===== config.mk =====
export PLATFORM = sky130hd
export DESIGN_NAME = neogeo_ce_gen
export DESIGN_NICKNAME = d
export VERILOG_FILES = /design/src/rtl/neogeo_ce_gen.sv
export SDC_FILE = /design/constraint.sdc
export NUM_CORES = 1
export LEC_CHECK = 0
export CORE_MARGIN = 10
export CORE_UTILIZATION = 53
export DETAILED_ROUTE_END_ITERATION = 8
export PLACE_DENSITY = 0.76
export SETUP_SLACK_MARGIN = 0.02
export SYNTH_ARGS = -nofsm -noshare
export SYNTH_HDL_FRONTEND = slang
export SYNTH_SLANG_ARGS = --single-unit

===== constraint.sdc =====
create_clock -name CLK -period 2.5 [get_ports CLK]
set_input_delay 0.75 -clock CLK [delete_from_list [all_inputs] [get_ports CLK]]
set_output_delay 0.75 -clock CLK [all_outputs]
set_load 0.005 [all_outputs]

===== src/rtl/neogeo_ce_gen.sv =====
// neogeo_ce_gen: fractional 24M P/N clock-enable generator with pause handshake and
// catch-up of half-cycles missed while paused.
module neogeo_ce_gen #(
    parameter int NUM    = 1,
    parameter int DEN    = 4,
    parameter int ACC_W  = 16,
    parameter int DEBT_W = 8
) (
    input  logic              CLK,
    input  logic              nRESETP,
    input  logic              PAUSE_REQ,
    output logic              CLK_EN_24M_P,
    output logic              CLK_EN_24M_N,
    output logic              PAUSE_ACK,
    output logic [DEBT_W-1:0] DEBT,
    output logic              DEBT_OVF
);
    typedef enum logic [1:0] {RUN, DRAIN, PAUSED} state_t;
    localparam logic [DEBT_W-1:0] DEBT_MAX = '1;
    state_t            state, state_nx;
    logic [ACC_W-1:0]  acc, sum, acc_nx;
    logic              fire, phase, emit, hold, owed, ovf_nx;
    logic [DEBT_W-1:0] debt_nx;
    assign sum    = acc + ACC_W'(NUM);
    assign fire   = sum >= ACC_W'(DEN);
    assign acc_nx = fire ? sum - ACC_W'(DEN) : sum;
    assign owed   = DEBT != '0;
    // A pause request seen with P next freezes immediately; with N next it drains first.
    assign hold   = (state == PAUSED) || (state == RUN && PAUSE_REQ && !phase);
    always_comb begin
        state_nx = state;
        emit     = 1'b0;
        debt_nx  = DEBT;
        ovf_nx   = DEBT_OVF;
        if (hold) begin
            if (fire) begin
                debt_nx = (DEBT == DEBT_MAX) ? DEBT : DEBT + 1'b1;
                ovf_nx  = DEBT_OVF | (DEBT == DEBT_MAX);
            end
            state_nx = (state == PAUSED && !PAUSE_REQ) ? RUN : PAUSED;
        end else begin
            emit    = fire | owed;
            debt_nx = (!fire && owed) ? DEBT - 1'b1 : DEBT;
            if (state == DRAIN || PAUSE_REQ)
                state_nx = emit ? PAUSED : DRAIN;
        end
    end
    always_ff @(posedge CLK or negedge nRESETP) begin
        if (!nRESETP) begin
            state        <= RUN;
            acc          <= '0;
            phase        <= 1'b0;
            DEBT         <= '0;
            DEBT_OVF     <= 1'b0;
            CLK_EN_24M_P <= 1'b0;
            CLK_EN_24M_N <= 1'b0;
            PAUSE_ACK    <= 1'b0;
        end else begin
            state        <= state_nx;
            acc          <= acc_nx;
            phase        <= phase ^ emit;
            DEBT         <= debt_nx;
            DEBT_OVF     <= ovf_nx;
            CLK_EN_24M_P <= emit & ~phase;
            CLK_EN_24M_N <= emit & phase;
            PAUSE_ACK    <= state == PAUSED;
        end
    end
endmodule


==> summary.md, run 1 <==
| Metric | Value |
|---|---|
| Outcome | finished clean |
| Setup CP Type | flop to flop |
| Max frequency | between 400 and 500 MHz |
| Core area | 4060 um2 |
| Initial antenna violation count | 0 |
| DIE WIDTH | roughly 85 um |
| Total gr overflow | 0 |
| Mean Syn Cell Area | between 9 and 10 um2 |
| CTS buffer count | 5 |
| Final ANT Viol Nets | 0 |
| Largest net degree at the start of global routing | 32 |
| Die footprint | 7250 um2 |
| # DRC | 0 |
| Layout cell share with drive strength beyond 1 | 32.9% |
| Pins Over Slew Limit | 0 |
| Worst flop-to-flop path endpoint | DEBT[7]$_DFFE_PN0P_ |
| Slew headroom | around 65% |
| Fin nets | roughly 310 |
| Slowest stage delay, CP | between 0.5 and 0.6 ns |
| Post-Syn Nets | 254 |
| I/O pins | 15 |
| GR peak layer | met2 |
| Maxcap violations | 0 |
| Synth top area share | about a third |
| Final Wtd Congestion | between 0.8 and 0.9 |
| Startpoint Class | flop |
| Synth Flop Type | dfrtp_1 |
| Worst Skew | roughly 0.012 ns |
| Lkg Pwr | 1.46 nW |
| Cts hold-fix bufs | 0 |
| Cell variety after synth | between 50 and 60 |
| Cell Area, Synth | about 2300 um2 |
| Top-count cell post-synth | dfrtp_1 |
| Crit-path slowest cell | or4_4 |
| Clock slew at reported path FFs | approximately 0.080 ns |
| CTS Root Cell | clkbuf_8 |
| RSZ-0062 raised after global routing | true |
| Worst Reg-to-Reg Cells | 10 |
| Via count | roughly 2,000 |
| Number of setup violations in the final report | 0 |
| Drt via density | 5.86 |
| Seq/Total Area, Yosys | about a third |
| Row cnt | 23 |
| Final Instance Area | between 3000 and 4000 um2 |
| Reg2Reg Setup Slack | 0.02 ns |
| Largest area contributor in the netlist | dfrtp_1 |
| Met1 Use GR | between 10% and 20% |
| Yosys reg bits | 31 |
| Iteration-0 DRC count of the detailed router | 110 |
| PwrDens | between 800 and 900 nW/um2 |
| Yosys warns | 0 |
| Peak VDD IR | a little over 700 uV |
| Period minus WS final | 2.48 ns |
| Worst-Skew Late Latency | approximately 0.3 ns |
| CP delay by family, top | simple AND/OR/NAND/NOR gates |
| Fin crit share | 99.3% |
| GRT Resource Usage Total | between 10% and 20% |
| H-tree depth | 2 |
| WL/cell | between 15 and 20 um |
| CP max FO | 5 |
| Initial Utilization | 55.5% |
| Syn Inst Count | 239 |
| Grt met2 use | a little over a quarter |
| Clock Sinks | 31 |
| Crit end category | flop |
| Worst-case hold slack | slightly below 0.5 ns |
| Critical path depth | 10 |
| Die height | roughly 85 um |
| Port Buffer Count | 14 |
| WL final | between 5000 and 6000 um |
| Hold Path Class | flop to flop |
| Worst slew pin tran | 0.520 ns |
| CTS tree | built |
| Post-synth EDFFs | 0 |
| Area growth, synth to finish | 36.6% |
| Worst path arrival time | roughly 2.7 ns |
| Vias in the first global route | a little under 2,000 |
| Ant diodes | 0 |
| Global-route wire length before repair | around 9200 um |
| GR met3 Demand/Resource | around 4.2% |
| Placed cell areas | 2710 um2 |
| Pre-Repair DR Iteration Count | 4 |
| Cell breakdown of the critical path | buf_6 -> nand3_4 -> xor2_2 -> ha_2 -> nand2_2 -> o21ai_4 -> o221ai_4 -> or4_4 -> mux2i_1 -> xor2_1 |
| Synth area leaders | dfrtp_1 34%, xnor2_1 8.6%, ha_1 6.1% |
| Synth cell count leaders | 31 x dfrtp_1, 22 x xnor2_1, 20 x nor2_1 |
| Setup crit end | DEBT[7]$_DFFE_PN0P_ |
| CTS Buffer Depth | 2 |
| Setup TNS | 0 ns |
| Fraction of registers with async set/reset | between 90% and 100% |
| Overall Power | ~2.5 mW |
| HPWL Detailed | between 3000 and 4000 um |
| Final hold vios | 0 |
| FF-to-FF Start | acc[1]$_DFF_PN0_ |
| CP startpoint | acc[1]$_DFF_PN0_ |
| Worst path bufs/invs | 1 |
| CP Data Required Time | between 2 and 3 ns |
-- what timing repair did --
action,in CTS,in global routing
pin swaps,8,17
gates resized for setup,10,26
buffers inserted,4,7
endpoints found under the setup margin,12,19
-- metrics by stage --
step           utilization, %  instances  setup slack, ns
3_5_place_dp             66.7        329           -0.601
6_report                 75.8        348           0.0179
2_1_floorplan               -        239          -0.0191
5_1_grt                  75.8        348          -0.0870
3_3_place_gp             66.7        329           -0.493
4_1_cts                  70.9        341           0.0305
-- layer usage --
layer / part of all wire, % / wire length (um)
met5: 0 / 0
met4: 2.2 / 130
met1: 42 / 2480
met3: 4.2 / 252
met2: 52 / 3120
-- area by class of cell --
| class | count | area (um2) |
|---|---|---|
| inverter | 11 | 43.8 |
| clock buffer | 6 | 82.6 |
| clock inverter | 2 | 35.0 |
| multi-input combinational | 189 | 1580 |
| timing repair buffer | 59 | 487 |
| fill | 281 | 983 |
| sequential | 31 | 779 |
| tap | 50 | 62.6 |
-- worst register-to-register path, delay by kind of cell (launching register included) --
family                     cells  cell delay [ns]
AOI/OAI and AO/OA              2             0.34
xor gates and xnor gates       2             0.35
adders and majority gates      1             0.23
buffers and inverters          1             0.15
DFF                            1             0.42
muxes                          1             0.20
and+or+nand+nor                3             0.71
-- cell usage in the layout, fill, tap and decap left out, drive strengths merged, types with 2 or more instances in the layout --
cell type / synthesis / layout
a21o: 3 / 3
a21oi: 9 / 9
a22oi: 4 / 4
a31o: 2 / 2
a31oi: 2 / 2
a32oi: 5 / 5
and2: 2 / 2
and3: 3 / 3
and4: 2 / 2
buf: 7 / 46
clkbuf: 1 / 6
clkdlybuf4s50: 0 / 13
dfrtp: 31 / 31
ha: 11 / 11
inv: 11 / 11
mux2i: 6 / 6
nand2: 19 / 19
nand2b: 3 / 3
nand3: 10 / 10
nand4: 8 / 8
nor2: 21 / 21
nor2b: 3 / 3
nor3: 8 / 8
nor4: 6 / 6
o21a: 2 / 2
o21ai: 14 / 14
xnor2: 22 / 22
xor2: 6 / 6
-- cell families after synthesis --
kind of cell	Yosys count	synth area share [%]
fa+ha+maj	12	7.00
flops	31	34.5
buf+inv	19	4.06
xor+xnor	28	10.9
compound gates	54	17.1
simple gates	89	23.8
mux	6	2.67
-- worst min-delay path by stage --
| stage | start | endpoint | slack, ns | depth (start not counted) |
|---|---|---|---|---|
| after floorplan | nRESETP | CLK_EN_24M_N$_DFF_PN0_ | 0.45 | 0 |
| after global placement | DEBT_OVF$_DFFE_PN0P_ | DEBT_OVF$_DFFE_PN0P_ | 0.46 | 1 |
| after detailed placement | DEBT_OVF$_DFFE_PN0P_ | DEBT_OVF$_DFFE_PN0P_ | 0.46 | 1 |
| after CTS | DEBT_OVF$_DFFE_PN0P_ | DEBT_OVF$_DFFE_PN0P_ | 0.48 | 1 |
| after global routing | DEBT_OVF$_DFFE_PN0P_ | DEBT_OVF$_DFFE_PN0P_ | 0.50 | 1 |
| final | DEBT_OVF$_DFFE_PN0P_ | DEBT_OVF$_DFFE_PN0P_ | 0.48 | 1 |
-- state kept, by name, summed over array words and instances (netlist names) --
register / count
PAUSE_ACK: 1
DEBT_OVF: 1
CLK_EN_24M_P: 1
DEBT: 8
phase: 1
CLK_EN_24M_N: 1
acc: 16
state: 2
-- report_power, final --
part | internal (mW) | switching [mW]
Combinational | 0.700 | 0.568
Clock | 0.322 | 0.212
Sequential | 0.595 | 0.134
Note: power is estimated with default switching activity, not from simulation.
==> inputs of run 2 (changes only) <==
--- a/config.mk
+++ b/config.mk
@@ -8,7 +8,7 @@
 export CORE_MARGIN = 10
 export CORE_UTILIZATION = 53
 export DETAILED_ROUTE_END_ITERATION = 8
-export PLACE_DENSITY = 0.76
+export PLACE_DENSITY = 0.81
 export SETUP_SLACK_MARGIN = 0.02
 export SYNTH_ARGS = -nofsm -noshare
 export SYNTH_HDL_FRONTEND = slang
==> run 2 against run 1 <==
The flow now finishes with violations (negative setup slack). Critical endpoint is now DEBT[6]$_DFFE_PN0P_. Combinational power increased by 12%. First-iteration DRC count is 120% higher. Maximum frequency fell by 1.3%. Sequential power up 3%.
==> summary.md, run 2 (synthesized netlist as in run 1, its figures left out) <==
| Metric | Value |
|---|---|
| Outcome | finished, violations left |
| Failing checks | negative setup slack |
| H-tree depth | 2 (unchanged) |
| Crit-path slowest cell | dfrtp_1 |
| Total gr overflow | 0 (unchanged) |
| Clock Sinks | 31 (unchanged) |
| Vias in the first global route | 2,147 (+7.9%) |
| Core area | 4060 um2 (unchanged) |
| Number of setup violations in the final report | 1 (+1) |
| Area growth, synth to finish | 41.1% |
| DIE WIDTH | 85.2 um (unchanged) |
| Max reg flops | 16 (unchanged) |
| GRT Resource Usage Total | 17.4% (+2.1 points) |
| Fin crit share | 101% (+1.3 points) |
| FF+latch area | 779 um2 (unchanged) |
| Hold Path Class | flop to flop |
| Initial Utilization | 55.5% (unchanged) |
| Layout cell share with drive strength beyond 1 | 35.8% (+2.9 points) |
| Clock power frac | 16.8% (-4.3 points) |
| CTS Root Cell | clkbuf_8 |
| Multi-input logic area | 1670 um2 (+5.2%) |
| Overall Power | 2.61 mW (+3.2%) |
| Worst-case hold slack | 0.488 ns (+0.00661 ns) |
| Placed insts | 329 (unchanged) |
| CP Data Required Time | 2.69 ns (-0.03 ns) |
| PwrDens | 822 nW/um2 (-0.17%) |
| Final Wtd Congestion | 0.901 (+0.23%) |
| Setup TNS | -0.0156 ns (-0.0156 ns) |
| Largest regs | acc: 16 flops, DEBT: 8 flops, state: 2 flops |
| Final hold vios | 0 (unchanged) |
| Worst path arrival time | 2.70 ns (about the same) |
| Setup CP Type | flop to flop |
| Non-Filler Instances | 352 (+1.1%) |
| CTS buffer count | 5 (unchanged) |
| Largest net degree at the start of global routing | 32 (unchanged) |
| Maxcap violations | 0 (unchanged) |
| Most frequent cells in the layout | 44 x buf_4, 28 x dfrtp_1, 20 x nor2_1 |
| Final ANT Viol Nets | 0 (unchanged) |
| # DRC | 0 (unchanged) |
| Pins Over Slew Limit | 0 (unchanged) |
| Most common library cell in the layout ignoring fill and taps | buf_4 |
| Die footprint | 7250 um2 (unchanged) |
| Slowest stage delay, CP | 0.41 ns (-0.15 ns) |
| Global-route wire length before repair | 10,400 um (+12%) |
| Max frequency | 398 MHz (-1.3%) |
| Port Buffer Count | 14 (unchanged) |
| CP max FO | 6 (+1) |
| Fin nets | 316 (+1.3%) |
| CTS Buffer Depth | 2 (unchanged) |
| Slew headroom | 58.8% (-6.2 points) |
| HPWL Detailed | 4180 um (+6.0%) |
| WL final | 7550 um (+26%) |
| Worst-Skew Late Latency | 0.31 ns (about the same) |
| Fill cell total of the finished layout | 248 (-12%) |
| Startpoint Class | flop |
| Fin worst setup slack | -0.0156 ns (-0.0335 ns) |
| Most flops, register | acc |
| RSZ-0062 raised after global routing | true |
| Initial antenna violation count | 0 (unchanged) |
| Clock slew at reported path FFs | 0.08 ns (about the same) |
| P_sw | 1.05 mW (+15%) |
| Cell breakdown of the critical path | buf_6 -> nand4_4 -> nor4_4 -> xnor2_2 -> nand3_2 -> o21ai_1 -> buf_4 -> nor2_1 -> a211o_1 |
| Pre-Repair DR Iteration Count | 5 (+1) |
| I/O pins | 15 (unchanged) |
| Worst slew pin tran | 0.612 ns (+0.0920 ns) |
| Period minus WS final | 2.52 ns (+0.0335 ns) |
| Drt via density | 6.54 (+12%) |
| Lkg Pwr | 1.48 nW (+1.4%) |
| WL/cell | 21.4 um (+25%) |
| Worst Skew | 0.0133 ns (+0.00157 ns) |
| Switching share of power | 40.3% (+4.2 points) |
| Peak VDD IR | 847 uV (+18%) |
| Crit end category | flop |
| Int Power | 1.56 mW (-3.6%) |
| Die height | 85.2 um (unchanged) |
| Seq pwr share | 28.7% (about the same) |
| Comb power frac | 54.5% (+4.4 points) |
| Row cnt | 23 (unchanged) |
| Iteration-0 DRC count of the detailed router | 243 (+120%) |
| Worst slack, placed | -0.588 ns (+0.0128 ns) |
| Via count | 2,301 (+13%) |
| Ant diodes | 0 (unchanged) |
| CTS tree | built |
-- run 2: layout make-up --
type                       instances  share of cell area [%]
clock inverter                     3                   0.748
timing repair buffer              63                    16.7
multi-input combinational        189                    52.5
clock buffer                       5                    2.17
sequential                        31                    24.5
tap                               50                    1.97
inverter                          11                    1.38
-- run 2: metrics by stage --
step	util (%)	cell area, um2
4_1_cts	70.4	2860
6_report	78.3	3180
3_5_place_dp	66.7	2710
2_1_floorplan	-	2310
5_1_grt	78.3	3180
3_3_place_gp	66.7	2710
-- run 2: path summary, 6_finish.rpt --
check | from | end | slack (ns) | cells past startpoint
max | acc[0]$_DFF_PN0_ | DEBT[6]$_DFFE_PN0P_ | -0.02 | 9
min | DEBT_OVF$_DFFE_PN0P_ | DEBT_OVF$_DFFE_PN0P_ | 0.49 | 1
max reg2reg | acc[0]$_DFF_PN0_ | DEBT[6]$_DFFE_PN0P_ | -0.02 | 9
min reg2reg | DEBT_OVF$_DFFE_PN0P_ | DEBT_OVF$_DFFE_PN0P_ | 0.49 | 1
max in group asynchronous | nRESETP | acc[3]$_DFF_PN0_ | 1.33 | 2
min in group asynchronous | nRESETP | acc[9]$_DFF_PN0_ | 0.84 | 2
-- run 2: critical path, delay by kind of cell, from the launching register on --
family,cells,cell delay [ns]
and+or+nand+nor,4,0.83
AOI/OAI and AO/OA,2,0.63
DFF,1,0.41
buffers and inverters,2,0.34
xor gates and xnor gates,1,0.20
-- run 2: what timing repair did --
item                       CTS  global route
gates resized for setup     11            41
setup endpoints to repair   19            25
setup buffers                4            11
pin swaps                    7            24
hold buffers                 0             0
hold endpoints to repair     0             0
-- run 2: power by group through the flow --
stage	sequential (mW)	combinational [mW]	clock (mW)
6_report	0.749	1.42	0.439
5_1_grt	0.753	1.51	0.463
4_1_cts	0.724	1.16	0.434
3_5_place_dp	0.733	1.10	0
3_3_place_gp	0.731	1.06	0
2_1_floorplan	0.712	0.633	0
-- run 2: layer usage --
metal	track usage, %	up-vias	wire, um	share of wire, %
li1	-	1002	-	-
met1	18.9	1161	2960	39
met2	31.0	115	3950	52
met3	4.40	23	442	5.9
met4	7.49	0	189	2.5
met5	0	-	0	0
